## src/rtl/ili9341_8080_i_receiver.sv

```systemverilog
// ILI9341 8080-I write-only bus receiver: synchronizes the host bus, decodes
// CASET/PASET/RAMWR and streams RGB565 pixels with linear frame addresses.
module ili9341_8080_i_receiver #(
  parameter int NUM_COLS = 240,
  parameter int NUM_ROWS = 320
) (
  input  logic        clk,
  input  logic        reset,
  input  logic [7:0]  tftParallelPort,
  input  logic        tftChipSelect,
  input  logic        tftWriteEnable,
  input  logic        tftDataCmd,
  input  logic        tftReset,
  output logic        cmdStrobe,
  output logic [7:0]  cmdByte,
  output logic        paramStrobe,
  output logic [7:0]  paramByte,
  output logic [6:0]  paramIndex,
  output logic        pixelWrEn,
  output logic [16:0] pixelAddr,
  output logic [15:0] pixelData,
  output logic        frameDone
);
  typedef enum logic [2:0] {IDLE, CASET, PASET, RAMWR, OTHER} state_e;

  localparam logic [15:0] COL_LIM = 16'(NUM_COLS);
  localparam logic [15:0] ROW_LIM = 16'(NUM_ROWS);
  localparam logic [16:0] COLS17  = 17'(NUM_COLS);
  localparam logic [15:0] EC_RST  = 16'(NUM_COLS - 1);
  localparam logic [15:0] EP_RST  = 16'(NUM_ROWS - 1);

  // Bus synchronizers; index [1] is the stage the decoder consumes
  logic [1:0]      cs_q, cs_d, dc_q, dc_d, hrst_q, hrst_d;
  logic [2:0]      wr_q, wr_d;
  logic [1:0][7:0] dat_q, dat_d;

  // Accepted-byte register between edge detection and decode
  logic       acc_q, acc_d, acc_dc_q, acc_dc_d;
  logic [7:0] acc_byte_q, acc_byte_d;

  state_e      state_q, state_d;
  logic [15:0] sc_q, sc_d, ec_q, ec_d, sp_q, sp_d, ep_q, ep_d;
  logic [15:0] col_q, col_d, page_q, page_d;
  logic        hi_pend_q, hi_pend_d;
  logic [7:0]  hi_q, hi_d;
  logic [23:0] tmp_q, tmp_d;
  logic [6:0]  cnt_q, cnt_d;
  logic        cmd_stb_q, cmd_stb_d, par_stb_q, par_stb_d;
  logic        pix_we_q, pix_we_d, frame_q, frame_d;
  logic [7:0]  cmd_byte_q, cmd_byte_d, par_byte_q, par_byte_d;
  logic [6:0]  par_idx_q, par_idx_d;
  logic [16:0] pix_addr_q, pix_addr_d;
  logic [15:0] pix_data_q, pix_data_d;

  logic [15:0] win_lo, win_hi;
  logic [16:0] cur_addr;

  assign win_lo   = tmp_q[23:8];
  assign win_hi   = {tmp_q[7:0], acc_byte_q};
  assign cur_addr = {1'b0, page_q} * COLS17 + {1'b0, col_q};

  always_comb begin
    cs_d       = {cs_q[0], tftChipSelect};
    dc_d       = {dc_q[0], tftDataCmd};
    hrst_d     = {hrst_q[0], tftReset};
    wr_d       = {wr_q[1:0], tftWriteEnable};
    dat_d      = {dat_q[0], tftParallelPort};
    acc_d      = wr_q[1] & ~wr_q[2] & ~cs_q[1] & hrst_q[1];
    acc_dc_d   = dc_q[1];
    acc_byte_d = dat_q[1];
  end

  always_comb begin
    state_d    = state_q;
    sc_d       = sc_q;
    ec_d       = ec_q;
    sp_d       = sp_q;
    ep_d       = ep_q;
    col_d      = col_q;
    page_d     = page_q;
    hi_pend_d  = hi_pend_q;
    hi_d       = hi_q;
    tmp_d      = tmp_q;
    cnt_d      = cnt_q;
    cmd_byte_d = cmd_byte_q;
    par_byte_d = par_byte_q;
    par_idx_d  = par_idx_q;
    pix_addr_d = pix_addr_q;
    pix_data_d = pix_data_q;
    cmd_stb_d  = 1'b0;
    par_stb_d  = 1'b0;
    pix_we_d   = 1'b0;
    frame_d    = 1'b0;
    if (!hrst_q[1]) begin
      state_d    = IDLE;
      sc_d       = '0;
      ec_d       = EC_RST;
      sp_d       = '0;
      ep_d       = EP_RST;
      col_d      = '0;
      page_d     = '0;
      hi_pend_d  = 1'b0;
      hi_d       = '0;
      tmp_d      = '0;
      cnt_d      = '0;
      cmd_byte_d = '0;
      par_byte_d = '0;
      par_idx_d  = '0;
      pix_addr_d = '0;
      pix_data_d = '0;
    end else begin
      // Deselecting the chip drops a half-received pixel only
      if (cs_q[1]) hi_pend_d = 1'b0;
      if (acc_q && !acc_dc_q) begin
        cmd_stb_d  = 1'b1;
        cmd_byte_d = acc_byte_q;
        cnt_d      = '0;
        par_idx_d  = '0;
        hi_pend_d  = 1'b0;
        case (acc_byte_q)
          8'h2A: state_d = CASET;
          8'h2B: state_d = PASET;
          8'h2C: begin
            state_d = RAMWR;
            col_d   = sc_q;
            page_d  = sp_q;
          end
          8'h3C: state_d = RAMWR;
          default: state_d = OTHER;
        endcase
      end else if (acc_q) begin
        case (state_q)
          CASET, PASET, OTHER: begin
            par_stb_d  = 1'b1;
            par_byte_d = acc_byte_q;
            par_idx_d  = cnt_q;
            cnt_d      = (cnt_q == 7'd127) ? cnt_q : cnt_q + 7'd1;
            if (state_q != OTHER) begin
              case (cnt_q)
                7'd0: tmp_d[23:16] = acc_byte_q;
                7'd1: tmp_d[15:8]  = acc_byte_q;
                7'd2: tmp_d[7:0]   = acc_byte_q;
                7'd3: begin
                  // Window committed only when start<=end<limit
                  if (state_q == CASET && win_lo <= win_hi && win_hi < COL_LIM) begin
                    sc_d = win_lo;
                    ec_d = win_hi;
                  end else if (state_q == PASET && win_lo <= win_hi && win_hi < ROW_LIM) begin
                    sp_d = win_lo;
                    ep_d = win_hi;
                  end
                end
                default: ;
              endcase
            end
          end
          RAMWR: begin
            if (!hi_pend_q) begin
              hi_d      = acc_byte_q;
              hi_pend_d = 1'b1;
            end else begin
              hi_pend_d  = 1'b0;
              pix_we_d   = 1'b1;
              pix_data_d = {hi_q, acc_byte_q};
              pix_addr_d = cur_addr;
              frame_d    = (col_q == ec_q) && (page_q == ep_q);
              if (col_q == ec_q) begin
                col_d  = sc_q;
                page_d = (page_q == ep_q) ? sp_q : page_q + 16'd1;
              end else begin
                col_d = col_q + 16'd1;
              end
            end
          end
          default: ;
        endcase
      end
    end
  end

  always_ff @(posedge clk or negedge reset) begin
    if (!reset) begin
      cs_q       <= 2'b11;
      dc_q       <= '0;
      hrst_q     <= 2'b11;
      wr_q       <= 3'b111;
      dat_q      <= '0;
      acc_q      <= 1'b0;
      acc_dc_q   <= 1'b0;
      acc_byte_q <= '0;
      state_q    <= IDLE;
      sc_q       <= '0;
      ec_q       <= EC_RST;
      sp_q       <= '0;
      ep_q       <= EP_RST;
      col_q      <= '0;
      page_q     <= '0;
      hi_pend_q  <= 1'b0;
      hi_q       <= '0;
      tmp_q      <= '0;
      cnt_q      <= '0;
      cmd_stb_q  <= 1'b0;
      par_stb_q  <= 1'b0;
      pix_we_q   <= 1'b0;
      frame_q    <= 1'b0;
      cmd_byte_q <= '0;
      par_byte_q <= '0;
      par_idx_q  <= '0;
      pix_addr_q <= '0;
      pix_data_q <= '0;
    end else begin
      cs_q       <= cs_d;
      dc_q       <= dc_d;
      hrst_q     <= hrst_d;
      wr_q       <= wr_d;
      dat_q      <= dat_d;
      acc_q      <= acc_d;
      acc_dc_q   <= acc_dc_d;
      acc_byte_q <= acc_byte_d;
      state_q    <= state_d;
      sc_q       <= sc_d;
      ec_q       <= ec_d;
      sp_q       <= sp_d;
      ep_q       <= ep_d;
      col_q      <= col_d;
      page_q     <= page_d;
      hi_pend_q  <= hi_pend_d;
      hi_q       <= hi_d;
      tmp_q      <= tmp_d;
      cnt_q      <= cnt_d;
      cmd_stb_q  <= cmd_stb_d;
      par_stb_q  <= par_stb_d;
      pix_we_q   <= pix_we_d;
      frame_q    <= frame_d;
      cmd_byte_q <= cmd_byte_d;
      par_byte_q <= par_byte_d;
      par_idx_q  <= par_idx_d;
      pix_addr_q <= pix_addr_d;
      pix_data_q <= pix_data_d;
    end
  end

  assign cmdStrobe   = cmd_stb_q;
  assign cmdByte     = cmd_byte_q;
  assign paramStrobe = par_stb_q;
  assign paramByte   = par_byte_q;
  assign paramIndex  = par_idx_q;
  assign pixelWrEn   = pix_we_q;
  assign pixelAddr   = pix_addr_q;
  assign pixelData   = pix_data_q;
  assign frameDone   = frame_q;
endmodule

```

## config.mk

```make
export PLATFORM = sky130hd
export DESIGN_NAME = ili9341_8080_i_receiver
export DESIGN_NICKNAME = d
export VERILOG_FILES = /design/src/rtl/ili9341_8080_i_receiver.sv
export SDC_FILE = /design/constraint.sdc
export NUM_CORES = 1
export LEC_CHECK = 0
export ABC_AREA = 1
export CORE_ASPECT_RATIO = 2
export CORE_UTILIZATION = 45
export DETAILED_ROUTE_END_ITERATION = 8
export GPL_TIMING_DRIVEN = 0
export PLACE_DENSITY = 0.62
export RECOVER_POWER = 100
export SETUP_SLACK_MARGIN = 0.05
export SYNTH_ARGS = -nofsm -noshare
export SYNTH_HDL_FRONTEND = slang
export SYNTH_SLANG_ARGS = --single-unit
```

## constraint.sdc

```tcl
create_clock -name clk -period 6.3 [get_ports clk]
set_input_delay 0.945 -clock clk [delete_from_list [all_inputs] [get_ports clk]]
set_output_delay 0.945 -clock clk [all_outputs]
set_load 0.05 [all_outputs]
```

* Word-level counts from Yosys, hierarchy flattened
Cells that the tools add are included.
** Storage, ports and cells
- Bits in registers :: 234
- Output and inout port bits :: 60
- Bits of input ports :: 14
** Cells by class
- Bitwise logic cells :: 5
- Equality and inequality tests :: 37
- Multipliers :: 1
- Reductions and logical operators :: 22
- Muxes and demuxes :: 108
- Add/sub/neg operators :: 4
- $lt $le $gt $ge :: 3
** Operators by type and width (number)
- $mux W16 :: 50
- $mux W24 :: 5
- $mux W8 :: 14
- $mux W17 :: 5
- $mux W7 :: 9
- $add A16 B1 Y16 const B :: 2
- $eq A16 B16 Y1 :: 2
- $eq A8 B6 Y1 const B :: 4
- $ne A2 B1 Y1 const B :: 12
- $mux W1 :: 22
- $reduce_and A5 Y1 :: 4
- $add A17 B16 Y17 :: 1
- $le A16 B16 Y1 :: 1
- $lt A16 B8 Y1 const B :: 1
- $lt A16 B9 Y1 const B :: 1
- $mul A16 B4 Y13 const B :: 1
- $ne A3 B1 Y1 const B :: 5
- $eq A7 B2 Y1 const B :: 2
- $reduce_and A4 Y1 :: 3
- $pmux W3 S3 :: 1
- $add A7 B1 Y7 const B :: 1
- $eq A7 B1 Y1 const B :: 1
- $eq A7 B7 Y1 const B :: 1
- $logic_not A7 Y1 :: 1
- other kinds (17) :: 31

* Logic depth before layout (Yosys ltp)
- Depth in word-level cells :: 11
- Depth in mapped cells :: 20

* Least setup slack after synthesis
Ideal clock, no wire load.
- Path type :: reg2reg
- Start :: reg page_q[3]
- End :: reg pix_addr_q[15] (netlist: pixelAddr[15])
- Data arrival time :: 3.733 ns
- Period minus slack after synthesis :: 3.856 ns
- Library setup time :: 0.123 ns
- Path slack :: 2.444 ns
- Stages on the path, launching flop included :: 21
- Cell sequence :: dfrtp_1 inv_1 fa_1 fa_1 inv_1 ha_1 a21oi_1 o21ai_0 a21oi_1 nor2_1 nor2_1 xor2_1 inv_1 ha_1 inv_1 nor3_1 nand3_1 nand3_1 a21oi_1 o21ai_0 nand2_1
** Between the ends
- Longest elaborated chain between the ends :: 7
** RTL lines
- start, declared :: line 43 : logic [15:0] col_q, col_d, page_q, page_d;
- start signal, assigned :: line 226 : page_q <= page_d;
- $mul A16 B4 Y13 :: line 60 : assign cur_addr = {1'b0, page_q} * COLS17 + {1'b0, col_q};
- $add A17 B16 Y17 :: line 60
- $mux W17 :: line 158 : if (!hi_pend_q) begin
- $mux W17 :: line 132 : case (state_q)
- $mux W17 :: line 131 : end else if (acc_q) begin
- $mux W17 :: line 114 : if (acc_q && !acc_dc_q) begin
- $mux W17 :: line 94 : if (!hrst_q[1]) begin
- end signal, assigned :: line 238 : pix_addr_q <= pix_addr_d;
- end, declared :: line 52 : logic [16:0] pix_addr_q, pix_addr_d;
No other way between the ends. The select of a mux whose other input is x is not followed.
A chain may end at the register's enable or synchronous reset.

* Worst setup path in the final report
- Start :: reg page_q[3]
- End :: reg pix_addr_q[16] (netlist: pixelAddr[16])
The elaborated chain is that of the path after synthesis.

==> flow_summary.toml <==
[worst_setup_path]
path_cells = "inv_1 > fa_1 > fa_1 > inv_1 > ha_1 > a21oi_1 > o21ai_0 > a21oi_1 > nor2_1 > nor2_1 > xor2_1 > inv_1 > ha_1 > nand2_1 > nor3_1 > nand3_1 > nand4_1 > nand3b_1 > nand3_1 > nand2_1"
critical_path.top_delay_family = "adder cells"
slowest_delay_ps = 510
cp-end-kind = "flop"
crit_slowest_cell = "fa_1"
cp.arrival_ps = 4940
crit_type = "flop to flop"
cp-start-kind = "flop"
crit_top_cell = "inv_1"
worst_ep_required_time_ps = 6770
crit_buf_inv = 3
crit_fanout = 6

[route]
drt_iter0_drc = 434
via_count = 10020
drc_errors = 0
viasPerCell = 5.142
dr.pass1.iters = 5
ant_nets = 0
avgRoutedWirePerCell_um = 17.82
routed_wl_um = 34710

[min_path]
min_path_type = "flop to flop"

[die]
die_y_um = 237.1
rows = 85
start_util = 0.4605
die_area_um2 = 28350
die_w_um = 119.6
io_pins = 74
fp.coreArea_um2 = 27010

[timing]
worst_pin_slew_ps = 2448
final.setup.tns_ps = 0
layout_setup_ws_ps = 1827
slew_headroom = -0.6317
setup_viol = 0
rsz0062_at_grt = "false"
fmax_mhz = 223.6
timing.final.crit_share = 0.7099
final_hold_viol_count = 0
holdWs_ps = 348.3
slew_viol_final = 133
min_period_ps = 4473
clock_skew_ps = 14.54

[placed_design]
dpl.hpwl_um = 27140
port_buffers = 73
place_inst = 1906
pre_cts_ws_ps = 1823
routabilityCongestion = 0.9481

[pwr]
peakVddDrop_mv = 0.2412
p_comb_frac = 0.111
p_total_uw = 3367
power.internal_uw = 2437
seqPwrFrac = 0.488
p_switching_uw = 929.7
power_frac_clock = 0.401
p_leak_uw = 0.007235
powerDensity_nw_per_um2 = 237.0
p_sw_frac = 0.2761

[clocking]
cts_buffers = 23
cts_buffer_depth = 3
cts_hold_buffers = 0
tritoncts = "built"
root_buffer = "clkbuf_16"
clk_latency_ps = 530
post_cts_resized = 0
cts.sinks = 234
post_cts.repair.setup_buffers = 0
clkTransAtPathRegs_ps = 70
htreeDepth = 1

[yosys]
yosysWarnings = 0
synth_ff_type = "dfrtp_1"
yosys.area_share.simple = 0.2475
syn_area_um2 = 12440
synth_top_family_by_area = "simple AND/OR/NAND/NOR gates"
muxShareOfSynthArea = 0
synth_area_leader_cell = "dfrtp_1"
synthTopCellsByArea = "dfrtp_1, nand2_1, nand3_1, ha_1, inv_1"
synth_compound_area_frac = 0.07192
netlist_instances = 1483
synthAdderAreaFrac = 0.08851
synth_xor_area_frac = 0.04365
ys_types = 48
synth_nets = 1573
synth-seq-cells = 234
ys_seq_area_frac = 0.4728
async_flop_share = 1.000
synth_top_area_frac = 0.4285
synth-edff-count = 0
syn_area_per_cell_um2 = 8.388

[finish]
nets = 1673
drive_above_1_share = 0.05563
final_cell_mix = "nand2_1, dfrtp_1, inv_1"
final_cells = 1948
area_growth_pct = 14.19
n_antenna_cell = 0
mostFrequentLayoutCell = "nand2_1"

[global_route]
grt_max_degree = 105
antenna_found_initial = 0
first_global_vias = 10350
grt_pass1_wl_um = 55470
grt_util_all_layers = 0.2563
overflow = 0

[status]
status = "finished with violations"
violations = "max-capacitance violations, max-slew violations"

[flow_run]
maxCapViolations = 2
-- power groups by stage --
stage | combinational [uW] | sequential, uW | clock [uW]
floorplan | 176 | 1720 | 0
global placement | 389 | 1670 | 0
detailed placement | 398 | 1670 | 0
CTS | 400 | 1640 | 1380
global route | 413 | 1650 | 1430
finish | 374 | 1640 | 1350
-- state kept, by name, indices dropped and copies added (netlist names), 16 cells and up --
name       count
col_q         16
ep_q          16
page_q        16
pixelAddr     17
sc_q          16
sp_q          16
pixelData     16
tmp_q         24
ec_q          16
-- worst reg2reg max path: cells and delay by family (launching register included) --
family,cells,cell delay [ps]
fa+ha+maj,4,1730
simple gates,9,1080
compound gates,3,610
flops,1,470
buf+inv,3,370
xor+xnor,1,150
-- synth_stat cells, types with 8 or more instances --
master,count
ha_1,56
nand2_1,432
o21ai_0,89
dfstp_2,21
xor2_1,40
xnor2_1,22
nor3_1,17
clkbuf_1,21
buf_2,10
dfrtp_1,213
nor2_1,87
a21oi_1,41
inv_2,8
inv_1,165
nand3_1,141
nand4_1,21
o21ai_1,9
fa_1,20
buf_1,8
-- layer usage --
layer / up-vias / GRT usage / routed length [um]
li1: 4920 / - / -
met1: 4817 / 0.2478 / 11830
met2: 186 / 0.5022 / 19730
met3: 93 / 0.02015 / 695
met4: 0 / 0.1723 / 2453
met5: - / 0 / 0
-- path summary, 6_finish.rpt --
kind / end / slack (ps) / startpoint / cells after the start
worst max-delay path: pixelAddr[16] / 1830 / page_q[3] / 20
max in group asynchronous: pixelAddr[16] / 1980 / reset / 2
worst min-delay path: acc_byte_q[5] / 350 / acc_byte_d[5] / 0
worst max register to register: pixelAddr[16] / 1830 / page_q[3] / 20
min in group asynchronous: tmp_q[8] / 1010 / reset / 1
worst min register to register: acc_byte_q[5] / 350 / acc_byte_d[5] / 0
-- final cells by class --
class	instances	area [um^2]
Sequential cell	234	5882
Fill cell	2657	12810
Tap cell	348	435.4
Multi-Input combinational cell	1020	5517
Timing Repair Buffer	75	757.0
Clock inverter	13	115.1
Buffer	50	206.4
Clock buffer	29	618.1
Inverter	179	674.4
-- cells by family (layout without fill, tap and decap cells) --
kind of cell               count (synthesis)  after routing
buffers and inverters                    229            346
xor gates and xnor gates                  62             62
adders and majority gates                 76             76
DFF                                      234            234
and+or+nand+nor                          721            721
AOI/OAI and AO/OA                        161            161
-- stage by stage --
stage	utilization	area, um^2
floorplan	-	12440
global placement	0.5037	13610
detailed placement	0.5059	13670
CTS	0.5330	14400
global route	0.5258	14200
finish	0.5258	14200
Note: power is estimated with default switching activity, not from simulation.
